**src/rtl/clock_display_pkg.sv**
```systemverilog
// Shared constants for the clock display scan path:
// FSM encoding, frame geometry and 7-segment patterns.
package clock_display_pkg;

    localparam int NUM_DIGITS     = 6;
    localparam int BITS_PER_DIGIT = 8;

    localparam logic [2:0] ST_IDLE     = 3'd0;
    localparam logic [2:0] ST_SELECT   = 3'd1;
    localparam logic [2:0] ST_LOAD     = 3'd2;
    localparam logic [2:0] ST_SHIFT_LO = 3'd3;
    localparam logic [2:0] ST_SHIFT_HI = 3'd4;
    localparam logic [2:0] ST_LATCH    = 3'd5;

    // Segment order is {g,f,e,d,c,b,a}
    localparam logic [6:0] SEG_0     = 7'h3F;
    localparam logic [6:0] SEG_1     = 7'h06;
    localparam logic [6:0] SEG_2     = 7'h5B;
    localparam logic [6:0] SEG_3     = 7'h4F;
    localparam logic [6:0] SEG_4     = 7'h66;
    localparam logic [6:0] SEG_5     = 7'h6D;
    localparam logic [6:0] SEG_6     = 7'h7D;
    localparam logic [6:0] SEG_7     = 7'h07;
    localparam logic [6:0] SEG_8     = 7'h7F;
    localparam logic [6:0] SEG_9     = 7'h6F;
    localparam logic [6:0] SEG_BLANK = 7'h00;

endpackage

```
**src/rtl/clock_display_scanner_seg7.sv**
```systemverilog
// BCD + decimal point to 7-segment byte {dp,g,f,e,d,c,b,a}.
// Non-decimal codes blank the digit; polarity is selectable.
module seg7_decode
    import clock_display_pkg::*;
(
    input  logic [3:0] bcd_i,
    input  logic       dp_i,
    input  logic       active_low_i,
    output logic [7:0] seg_o
);

    logic [6:0] segs;

    // Digit lookup; 10..15 fall through to blank
    always_comb begin
        segs = SEG_BLANK;
        case (bcd_i)
            4'd0:    segs = SEG_0;
            4'd1:    segs = SEG_1;
            4'd2:    segs = SEG_2;
            4'd3:    segs = SEG_3;
            4'd4:    segs = SEG_4;
            4'd5:    segs = SEG_5;
            4'd6:    segs = SEG_6;
            4'd7:    segs = SEG_7;
            4'd8:    segs = SEG_8;
            4'd9:    segs = SEG_9;
            default: segs = SEG_BLANK;
        endcase
    end

    assign seg_o = active_low_i ? ~{dp_i, segs} : {dp_i, segs};

endmodule

```
**src/rtl/clock_display_scanner.sv**
```systemverilog
// Scans six clock digits from the BCD converter and shifts
// their segment bytes out serially, then pulses a latch.
module clock_display_scanner
    import clock_display_pkg::*;
#(
    parameter bit SEG_ACTIVE_LOW = 1'b0
) (
    input  logic       i_clk,
    input  logic       i_reset,
    input  logic       i_en,
    input  logic       i_frame_stb,
    output logic [3:0] o_seg_select,
    input  logic [3:0] i_bcd,
    input  logic       i_dp,
    output logic       o_sclk,
    output logic       o_sdata,
    output logic       o_latch,
    output logic       o_busy
);

    localparam logic [2:0] LAST_DIGIT = 3'(NUM_DIGITS - 1);
    localparam logic [2:0] LAST_BIT   = 3'(BITS_PER_DIGIT - 1);

    logic [2:0] state_q, state_d;
    logic [2:0] digit_q, digit_d;
    logic [2:0] bit_q, bit_d;
    logic [7:0] shift_q, shift_d;
    logic [3:0] sel_q, sel_d;
    logic       sclk_q, sclk_d;
    logic       sdata_q, sdata_d;
    logic       latch_q, latch_d;
    logic       busy_q, busy_d;
    logic [7:0] seg_byte;

    seg7_decode u_decode (
        .bcd_i        (i_bcd),
        .dp_i         (i_dp),
        .active_low_i (SEG_ACTIVE_LOW),
        .seg_o        (seg_byte)
    );

    // Scan sequencer: select digit, capture byte, shift 8 bits
    always_comb begin
        state_d = state_q;
        digit_d = digit_q;
        bit_d   = bit_q;
        shift_d = shift_q;
        case (state_q)
            ST_IDLE: begin
                if (i_frame_stb && i_en) begin
                    digit_d = 3'd0;
                    state_d = ST_SELECT;
                end
            end
            ST_SELECT: state_d = ST_LOAD;
            ST_LOAD: begin
                shift_d = seg_byte;
                bit_d   = 3'd0;
                state_d = ST_SHIFT_LO;
            end
            ST_SHIFT_LO: state_d = ST_SHIFT_HI;
            ST_SHIFT_HI: begin
                shift_d = {shift_q[6:0], 1'b0};
                bit_d   = bit_q + 3'd1;
                if (bit_q == LAST_BIT) begin
                    if (digit_q == LAST_DIGIT) begin
                        state_d = ST_LATCH;
                    end else begin
                        digit_d = digit_q + 3'd1;
                        state_d = ST_SELECT;
                    end
                end else begin
                    state_d = ST_SHIFT_LO;
                end
            end
            ST_LATCH: begin
                digit_d = 3'd0;
                state_d = ST_IDLE;
            end
            default: state_d = ST_IDLE;
        endcase
    end

    // Outputs computed from the next state so they leave flops
    always_comb begin
        sel_d   = (state_d == ST_IDLE) ? 4'd0 : {1'b0, digit_d};
        sclk_d  = (state_d == ST_SHIFT_HI);
        latch_d = (state_d == ST_LATCH);
        busy_d  = (state_d != ST_IDLE);
        sdata_d = 1'b0;
        if (state_d == ST_SHIFT_LO) begin
            sdata_d = shift_d[7];
        end else if (state_d == ST_SHIFT_HI) begin
            sdata_d = sdata_q;
        end
    end

    // State and output registers
    always_ff @(posedge i_clk or posedge i_reset) begin
        if (i_reset) begin
            state_q <= ST_IDLE;
            digit_q <= 3'd0;
            bit_q   <= 3'd0;
            shift_q <= 8'd0;
            sel_q   <= 4'd0;
            sclk_q  <= 1'b0;
            sdata_q <= 1'b0;
            latch_q <= 1'b0;
            busy_q  <= 1'b0;
        end else begin
            state_q <= state_d;
            digit_q <= digit_d;
            bit_q   <= bit_d;
            shift_q <= shift_d;
            sel_q   <= sel_d;
            sclk_q  <= sclk_d;
            sdata_q <= sdata_d;
            latch_q <= latch_d;
            busy_q  <= busy_d;
        end
    end

    assign o_seg_select = sel_q;
    assign o_sclk       = sclk_q;
    assign o_sdata      = sdata_q;
    assign o_latch      = latch_q;
    assign o_busy       = busy_q;

endmodule

```
**config.mk**
```make
export PLATFORM = sky130hd
export DESIGN_NAME = clock_display_scanner
export DESIGN_NICKNAME = d
export VERILOG_FILES = /design/src/rtl/clock_display_pkg.sv /design/src/rtl/clock_display_scanner_seg7.sv /design/src/rtl/clock_display_scanner.sv
export SDC_FILE = /design/constraint.sdc
export NUM_CORES = 1
export LEC_CHECK = 0
export CAP_MARGIN = 20
export CELL_PAD_IN_SITES_DETAIL_PLACEMENT = 2
export CELL_PAD_IN_SITES_GLOBAL_PLACEMENT = 2
export CORE_UTILIZATION = 35
export CTS_CLUSTER_DIAMETER = 150
export DETAILED_ROUTE_END_ITERATION = 6
export GPL_ROUTABILITY_DRIVEN = 0
export MAX_ROUTING_LAYER = met4
export PLACE_DENSITY = 0.87
export SLEW_MARGIN = 20
export SYNTH_ARGS = -nofsm -noshare
export SYNTH_HDL_FRONTEND = slang
export SYNTH_HIERARCHICAL = 1
export SYNTH_SLANG_ARGS = --single-unit
```
**constraint.sdc**
```tcl
create_clock -name i_clk -period 2.1 [get_ports i_clk]
set_input_delay 0.42 -clock i_clk [delete_from_list [all_inputs] [get_ports i_clk]]
set_output_delay 0.42 -clock i_clk [all_outputs]
set_load 0.01 [all_outputs]
```
==> results_tabular.tex, run 1 <==
\begin{tabular}{lr}
\hline
Metric & Value \\
\hline
\multicolumn{2}{l}{\textbf{STA}} \\
\quad Final-report setup violation count & 0 \\
\quad Final max-slew violation count & 0 \\
\quad Final Hold Violating Endpoints & 0 \\
\quad Transition time at the pin with the least slew margin & 0.518 ns \\
\quad Unrepaired setup endpoints after global routing & false \\
\quad Period utilization & 89.2\% \\
\quad Max-slew headroom & 65.0\% \\
\quad Min Clock Period, post-route & 1.87 ns \\
\quad Clock skew after layout & 0.00686 ns \\
\quad Maximum operating frequency & 534 MHz \\
\multicolumn{2}{l}{\textbf{Worst setup path}} \\
\quad Crit path top cell by count & sky130\_fd\_sc\_hd\_\_inv\_1 \\
\quad Type of element capturing the critical path & flop \\
\quad Worst Reg2Reg Path Length in Cells & 5 \\
\quad Data required, critical path & 2.26 ns \\
\quad Slowest cell delay on critical path & 0.51 ns \\
\quad Source of the worst register-to-register timing path & bit\_q[0] \\
\quad Critical-path cell list & clkdlybuf4s50\_1 > inv\_1 > ha\_1 > inv\_1 > o22ai\_2 > xor2\_1 > a22oi\_1 > o2bb2ai\_1 \\
\quad Gate family responsible for the most delay along the worst path & buffers and inverters \\
\quad Crit Reg-Reg Endpoint & o\_seg\_select[1] \\
\quad Register-to-register setup slack & 0.33 ns \\
\quad Standard cell with the maximum stage delay on the critical path & sky130\_fd\_sc\_hd\_\_clkdlybuf4s50\_1 \\
\quad Data arrival, critical path & 2.03 ns \\
\quad Crit path buf inv count & 3 \\
\quad Startpoint types & input pin \\
\quad Largest fanout on the critical path & 3 \\
\quad Critical path class & in2reg \\
\multicolumn{2}{l}{\textbf{Synthesis}} \\
\quad Most used flip-flop cell after synthesis & sky130\_fd\_sc\_hd\_\_dfrtp\_1 \\
\quad Share of the synthesized area in the top cell type & 39.6\% \\
\quad Synth Cell Area & 1520 um\^{}2 \\
\quad Sequential share of the synthesized area & 39.6\% \\
\quad Share of async-settable or async-resettable flops after synthesis & 100\% \\
\quad Largest cells by area after synthesis & sky130\_fd\_sc\_hd\_\_dfrtp\_1 40\%, sky130\_fd\_sc\_hd\_\_ha\_1 7.4\%, sky130\_fd\_sc\_hd\_\_a22oi\_1 5.9\%, sky130\_fd\_sc\_hd\_\_o2bb2ai\_1 3.5\%, sky130\_fd\_sc\_hd\_\_xor2\_1 3.5\% \\
\quad EDFF count, synth & 0 \\
\quad Most area-hungry cell type in the Yosys netlist & sky130\_fd\_sc\_hd\_\_dfrtp\_1 \\
\quad Leading cell types by count after synthesis & 24 x sky130\_fd\_sc\_hd\_\_dfrtp\_1, 12 x sky130\_fd\_sc\_hd\_\_a22oi\_1, 10 x sky130\_fd\_sc\_hd\_\_inv\_1 \\
\quad Mapped Avg Cell Area & 9.85 um\^{}2 \\
\quad Synth unique cells & 44 \\
\quad Synthesis-stage register bit count & 24 \\
\quad Number of warnings issued by yosys & 6 \\
\quad Synthesized instance count & 154 \\
\quad Cell with the most instances after synthesis & sky130\_fd\_sc\_hd\_\_dfrtp\_1 \\
\multicolumn{2}{l}{\textbf{Detailed routing}} \\
\quad Total via count in the routed design & 1,209 \\
\quad ANT nets after route & 0 \\
\quad Detailed-route vias per instance & 5.50 \\
\quad DRC violation count after routing & 0 \\
\quad Violation count after the first detailed-route iteration & 38 \\
\quad Wire per inst & 18.9 um \\
\quad Wire length reported by the detailed router & 4.17 mm \\
\quad Pre-antenna DRT Iters & 4 \\
\multicolumn{2}{l}{\textbf{Clock tree}} \\
\quad Number of clock buffers inserted by TritonCTS & 3 \\
\quad Clock root buffer & sky130\_fd\_sc\_hd\_\_clkbuf\_8 \\
\quad Count of buffers added by post-CTS timing repair for setup & 0 \\
\quad Clock slew seen by the registers of the worst setup and hold paths & 0.09 ns \\
\quad Number of buffers on the longest clock path & 2 \\
\quad CTS H-Tree Depth & 1 \\
\quad Sink Count & 24 \\
\quad Hold-fix buffers, CTS & 0 \\
\quad Clock latency of the later-clocked register in the worst-skew pair & 0.28 ns \\
\quad Clock tree from TritonCTS & done \\
\quad Number of instances resized during post-cts repair & 0 \\
\multicolumn{2}{l}{\textbf{Die}} \\
\quad Chip width & 67.8 um \\
\quad Number of I/O pins & 17 \\
\quad Effective utilization at floorplan & 37.1\% \\
\quad Die Ht & 67.8 um \\
\quad Std cell rows & 23 \\
\quad Full die area & 4600 um\^{}2 \\
\quad Area of the core region & 4090 um\^{}2 \\
\multicolumn{2}{l}{\textbf{Finish}} \\
\quad \# diodes & 0 \\
\quad Share of cells above drive strength 1 & 14.1\% \\
\quad Post-layout instance area & 1790 um\^{}2 \\
\quad Share of the core filled with cells & 43.9\% \\
\quad Fin nets & 189 \\
\quad Syn-to-layout area delta & 18.3\% \\
\quad Number of filler cells placed in the layout & 436 \\
\multicolumn{2}{l}{\textbf{Power}} \\
\quad Clock network fraction of design power & 41.3\% \\
\quad Logic gate share of total power & 12.4\% \\
\quad Net switching component of the power & 0.000245 W \\
\quad Sequential power share & 46.3\% \\
\quad Pwr dens & 577 nW/um\^{}2 \\
\quad Pint & 0.000790 W \\
\quad Net Sw Frac & 23.7\% \\
\quad Static Leakage & 0.809 nW \\
\quad Worst-case vdd ir drop & 243 uV \\
\multicolumn{2}{l}{\textbf{Hold path}} \\
\quad Hold/Removal Path Class & in2async \\
\multicolumn{2}{l}{\textbf{Global routing}} \\
\quad Global-route wire length before repair & 6.98 mm \\
\quad Vias in the first global route & 1,393 \\
\quad Total global-route track usage & 21.1\% \\
\quad Pin count of the biggest net entering global routing & 25 \\
\quad Remaining global-route overflow & 0 \\
\quad Number of antenna violations at the first check in global routing & 0 \\
\multicolumn{2}{l}{\textbf{Placement}} \\
\quad DP Wirelength & 3.08 mm \\
\quad PortBufs & 15 \\
\quad Cell area after placement & 1720 um\^{}2 \\
\multicolumn{2}{l}{\textbf{Job}} \\
\quad Number of maximum-capacitance constraint violations & 0 \\
\multicolumn{2}{l}{\textbf{Run status}} \\
\quad Outcome & complete, no violations \\
\hline
\end{tabular}
[layer usage]
metal  track usage, %  wire (um)  up-vias
met2             37.7       2160       13
li1                 -          -      574
met1             25.4       1920      618
met3             2.50         63        4
met5                -          0        -
met4             3.91         23        0
[placed cells by master, fill, tap and decap left out, drive strengths merged, types with 2 or more instances in the layout]
cell	n
dfrtp	24
clkdlybuf4s50	15
a22oi	12
inv	10
ha	9
o21ai	9
nand2	8
buf	7
nor2	6
o2bb2ai	6
xor2	6
nand3	5
o22ai	5
nor2b	4
a21oi	4
nand2b	4
a21o	3
clkbuf	3
or2	3
or3	3
nor3b	3
a31oi	3
and2	2
conb	2
xnor2	2
or3b	2
a211oi	2
[flip-flops by register name (all words and copies together), names as in the netlist]
signal        flops
o_busy            1
o_sclk            1
digit_q           3
bit_q             3
shift_q           8
o_sdata           1
state_q           3
o_seg_select      3
o_latch           1
[logic make-up (layout without fill, tap and decap cells)]
family / Yosys count / count (layout) / share of synthesized area, %
adders and majority gates: 9 / 9 / 7.43
AOI/OAI and AO/OA: 47 / 47 / 22.8
DFF: 24 / 24 / 39.6
xor gates and xnor gates: 8 / 8 / 4.62
muxes: 2 / 2 / 1.65
buffers and inverters: 21 / 36 / 6.60
and+or+nand+nor: 42 / 42 / 17.1
other: 1 / 2 / 0.247
[final cells by class]
cell class / instances / area (um^2) / share of cell area, %
Clock buffer: 3 / 41.3 / 2.30
Clock inverter: 1 / 30.0 / 1.67
Multi-Input combinational cell: 110 / 820 / 45.7
Tap cell: 50 / 62.6 / 3.49
Inverter: 10 / 37.5 / 2.09
Timing Repair Buffer: 22 / 203 / 11.3
Sequential cell: 24 / 601 / 33.5
[metrics by stage]
stage	setup slack (ns)	hold WS, ns	std cells	setup TNS [ns]	power [W]
finish	0.227	0.487	220	0	0.00103
floorplan	0.597	0.435	155	0	0.000570
global placement	0.00806	0.474	216	0	0.000607
global route	0.0854	0.519	220	0	0.00106
detailed placement	-0.0555	0.475	216	-0.117	0.000616
CTS	0.200	0.502	220	0	0.00104
[worst min-delay path, delay by kind of cell]
family / cells / cell delay (ns)
buffers and inverters: 3 / 0.74
[power by group through the flow]
stage | registers, W | clock network [W] | logic [W]
after detailed placement | 0.000488 | 0 | 0.000127
after CTS | 0.000479 | 0.000430 | 0.000130
after global routing | 0.000481 | 0.000442 | 0.000142
after floorplan | 0.000488 | 0 | 0.0000817
final | 0.000479 | 0.000427 | 0.000129
after global placement | 0.000487 | 0 | 0.000120
[worst max-delay path by stage]
stage | start | cells after the start | endpoint | slack [ns]
2_1_floorplan | bit_q[0] | 5 | o_seg_select[1] | 0.60
3_3_place_gp | i_bcd[0] | 8 | shift_q[3] | 0.008
3_5_place_dp | i_bcd[0] | 8 | shift_q[3] | -0.06
4_1_cts | i_bcd[0] | 8 | shift_q[2] | 0.20
5_1_grt | i_bcd[0] | 8 | shift_q[2] | 0.09
6_report | i_bcd[0] | 8 | shift_q[3] | 0.23
Power figures use the tool's default switching activity.
==> run 2, diff against run 1 <==
Settings changed: PLACE_DENSITY 0.87 to unset, PLACE_DENSITY_LB_ADDON set to 0.1.
==> run 2 against run 1 <==
  * Sequential power about the same
  * Global-route usage down 1.4 points
  * Utilization down 0.18 points
  * Routed wire length down 9.0%
  * Flip-flop and latch count unchanged
  * Final area down 0.42%
  * Maximum frequency up 1.7%
  * Hold slack better by 0.011 ns
  * First-iteration DRC count up 58%
  * Die area unchanged
==> results_tabular.tex, run 2 (synthesis results as in run 1) <==
\begin{tabular}{lr}
\hline
Metric & Value \\
\hline
\multicolumn{2}{l}{\textbf{STA}} \\
\quad Min Clock Period, post-route & 1.84 ns \\
\quad Final-report setup violation count & 0 \\
\quad Final Hold Violating Endpoints & 0 \\
\quad Final setup slack of the worst path & 0.258 ns \\
\quad Clock skew after layout & 0.00774 ns \\
\quad Final max-slew violation count & 0 \\
\quad Unrepaired setup endpoints after global routing & false \\
\quad Max-slew headroom & 45.3\% \\
\quad Aggregate negative setup slack & 0 ns \\
\quad Worst hold margin & 0.498 ns \\
\quad Transition time at the pin with the least slew margin & 0.819 ns \\
\quad Maximum operating frequency & 543 MHz \\
\quad Period utilization & 87.7\% \\
\multicolumn{2}{l}{\textbf{Die}} \\
\quad Die Ht & 67.8 um \\
\quad Number of I/O pins & 17 \\
\quad Std cell rows & 23 \\
\quad Effective utilization at floorplan & 37.1\% \\
\quad Area of the core region & 4090 um\^{}2 \\
\quad Chip width & 67.8 um \\
\quad Full die area & 4600 um\^{}2 \\
\multicolumn{2}{l}{\textbf{Power}} \\
\quad Static Leakage & 0.805 nW \\
\quad Worst-case vdd ir drop & 235 uV \\
\quad Pwr dens & 574 nW/um\^{}2 \\
\multicolumn{2}{l}{\textbf{Detailed routing}} \\
\quad Detailed-route vias per instance & 5.46 \\
\quad DRC violation count after routing & 0 \\
\quad Violation count after the first detailed-route iteration & 60 \\
\quad Total via count in the routed design & 1,196 \\
\quad ANT nets after route & 0 \\
\quad Wire per inst & 17.3 um \\
\quad Wire length reported by the detailed router & 3.79 mm \\
\quad Pre-antenna DRT Iters & 4 \\
\multicolumn{2}{l}{\textbf{Clock tree}} \\
\quad Clock slew seen by the registers of the worst setup and hold paths & 0.10 ns \\
\quad Clock tree from TritonCTS & done \\
\quad Clock root buffer & sky130\_fd\_sc\_hd\_\_clkbuf\_8 \\
\quad Count of buffers added by post-CTS timing repair for setup & 0 \\
\quad Number of instances resized during post-cts repair & 0 \\
\quad Hold-fix buffers, CTS & 0 \\
\quad CTS H-Tree Depth & 1 \\
\quad Number of buffers on the longest clock path & 2 \\
\quad Number of clock buffers inserted by TritonCTS & 3 \\
\quad Clock latency of the later-clocked register in the worst-skew pair & 0.28 ns \\
\quad Sink Count & 24 \\
\multicolumn{2}{l}{\textbf{Finish}} \\
\quad Biggest register & shift\_q \\
\quad Syn-to-layout area delta & 17.8\% \\
\quad Number of filler cells placed in the layout & 449 \\
\quad Fin nets & 188 \\
\quad Max reg flops & 8 \\
\quad Most used cells in the layout excluding fill and tap cells & 24 x sky130\_fd\_sc\_hd\_\_dfrtp\_1, 15 x sky130\_fd\_sc\_hd\_\_clkdlybuf4s50\_1, 12 x sky130\_fd\_sc\_hd\_\_a22oi\_1 \\
\quad Most common cell after layout, fill and taps aside & sky130\_fd\_sc\_hd\_\_dfrtp\_1 \\
\quad Share of cells above drive strength 1 & 13.6\% \\
\quad \# diodes & 0 \\
\multicolumn{2}{l}{\textbf{Worst setup path}} \\
\quad Type of element capturing the critical path & flop \\
\quad Largest fanout on the critical path & 3 \\
\quad Data required, critical path & 2.30 ns \\
\quad Critical path class & in2reg \\
\quad Source of the worst register-to-register timing path & state\_q[2] \\
\quad Startpoint types & input pin \\
\quad Startpoint of the most critical setup path & i\_bcd[1] \\
\quad Register-to-register setup slack & 0.29 ns \\
\quad Worst Reg2Reg Path Length in Cells & 3 \\
\quad Crit Reg-Reg Endpoint & o\_sdata \\
\quad Data arrival, critical path & 2.04 ns \\
\multicolumn{2}{l}{\textbf{Placement}} \\
\quad DP Wirelength & 2.89 mm \\
\quad Dpl ws & -0.0794 ns \\
\quad PortBufs & 15 \\
\multicolumn{2}{l}{\textbf{Global routing}} \\
\quad Pin count of the biggest net entering global routing & 25 \\
\quad Remaining global-route overflow & 0 \\
\quad Vias in the first global route & 1,326 \\
\quad Total global-route track usage & 19.6\% \\
\quad Global-route wire length before repair & 6.48 mm \\
\quad Number of antenna violations at the first check in global routing & 0 \\
\multicolumn{2}{l}{\textbf{Run status}} \\
\quad Outcome & complete, no violations \\
\multicolumn{2}{l}{\textbf{Hold path}} \\
\quad Hold/Removal Path Class & in2async \\
\multicolumn{2}{l}{\textbf{Job}} \\
\quad Number of maximum-capacitance constraint violations & 0 \\
\hline
\end{tabular}
==> run 2: cell types whose count changed in the layout (fill, tap and decap cells not counted), sizes merged <==
cell,delta
buf,-1
==> run 2: through the flow <==
| step | total power [W] | utilization [%] | cell area (um^2) | std cells |
|---|---|---|---|---|
| 3_3_place_gp | 0.000609 | 42.0 | 1720 | 215 |
| 3_5_place_dp | 0.000617 | 42.0 | 1720 | 215 |
| 5_1_grt | 0.00107 | 43.7 | 1790 | 219 |
| 2_1_floorplan | 0.000570 | - | 1520 | 155 |
| 4_1_cts | 0.00104 | 43.7 | 1790 | 219 |
| 6_report | 0.00103 | 43.7 | 1790 | 219 |
==> run 2: worst max-delay path by stage <==
| stage | endpoint | slack [ns] | cells after the start |
|---|---|---|---|
| 5_1_grt | o_sdata | 0.14 | 3 |
| 2_1_floorplan | o_seg_select[1] | 0.60 | 5 |
| 3_5_place_dp | shift_q[3] | -0.08 | 8 |
| 4_1_cts | shift_q[3] | 0.23 | 8 |
| 3_3_place_gp | shift_q[3] | -0.006 | 8 |
| 6_report | shift_q[3] | 0.26 | 8 |
==> run 2: where the power goes <==
| group | switching [W] | internal (W) |
|---|---|---|
| clock | 0.000164 | 0.000255 |
| sequential | 0.00000782 | 0.000472 |
| combinational | 0.0000641 | 0.0000621 |
==> run 2: metal layers <==
metal,wire length (um),vias to the layer above,global-route usage (%)
li1,-,572,-
met1,1690,605,22.7
met2,1990,15,34.9
met3,58,4,2.00
met4,56,0,7.03
met5,0,-,-
==> run 2: layout make-up <==
class	count	area [um^2]	share of cell area (%)
inverter	10	37.5	2.10
multi-input combinational	110	820	45.9
clock inverter	1	30.0	1.68
timing repair buffer	21	195	10.9
sequential	24	601	33.6
tap	50	62.6	3.50
clock buffer	3	41.3	2.31
==> run 2: worst max-delay path: stages <==
cell                              delay, ns
sky130_fd_sc_hd__clkdlybuf4s50_1       0.47
sky130_fd_sc_hd__inv_1                 0.07
sky130_fd_sc_hd__ha_1                  0.18
sky130_fd_sc_hd__mux2_4                0.28
sky130_fd_sc_hd__o22ai_2               0.13
sky130_fd_sc_hd__xor2_1                0.17
sky130_fd_sc_hd__a22oi_1               0.11
sky130_fd_sc_hd__o2bb2ai_1             0.21
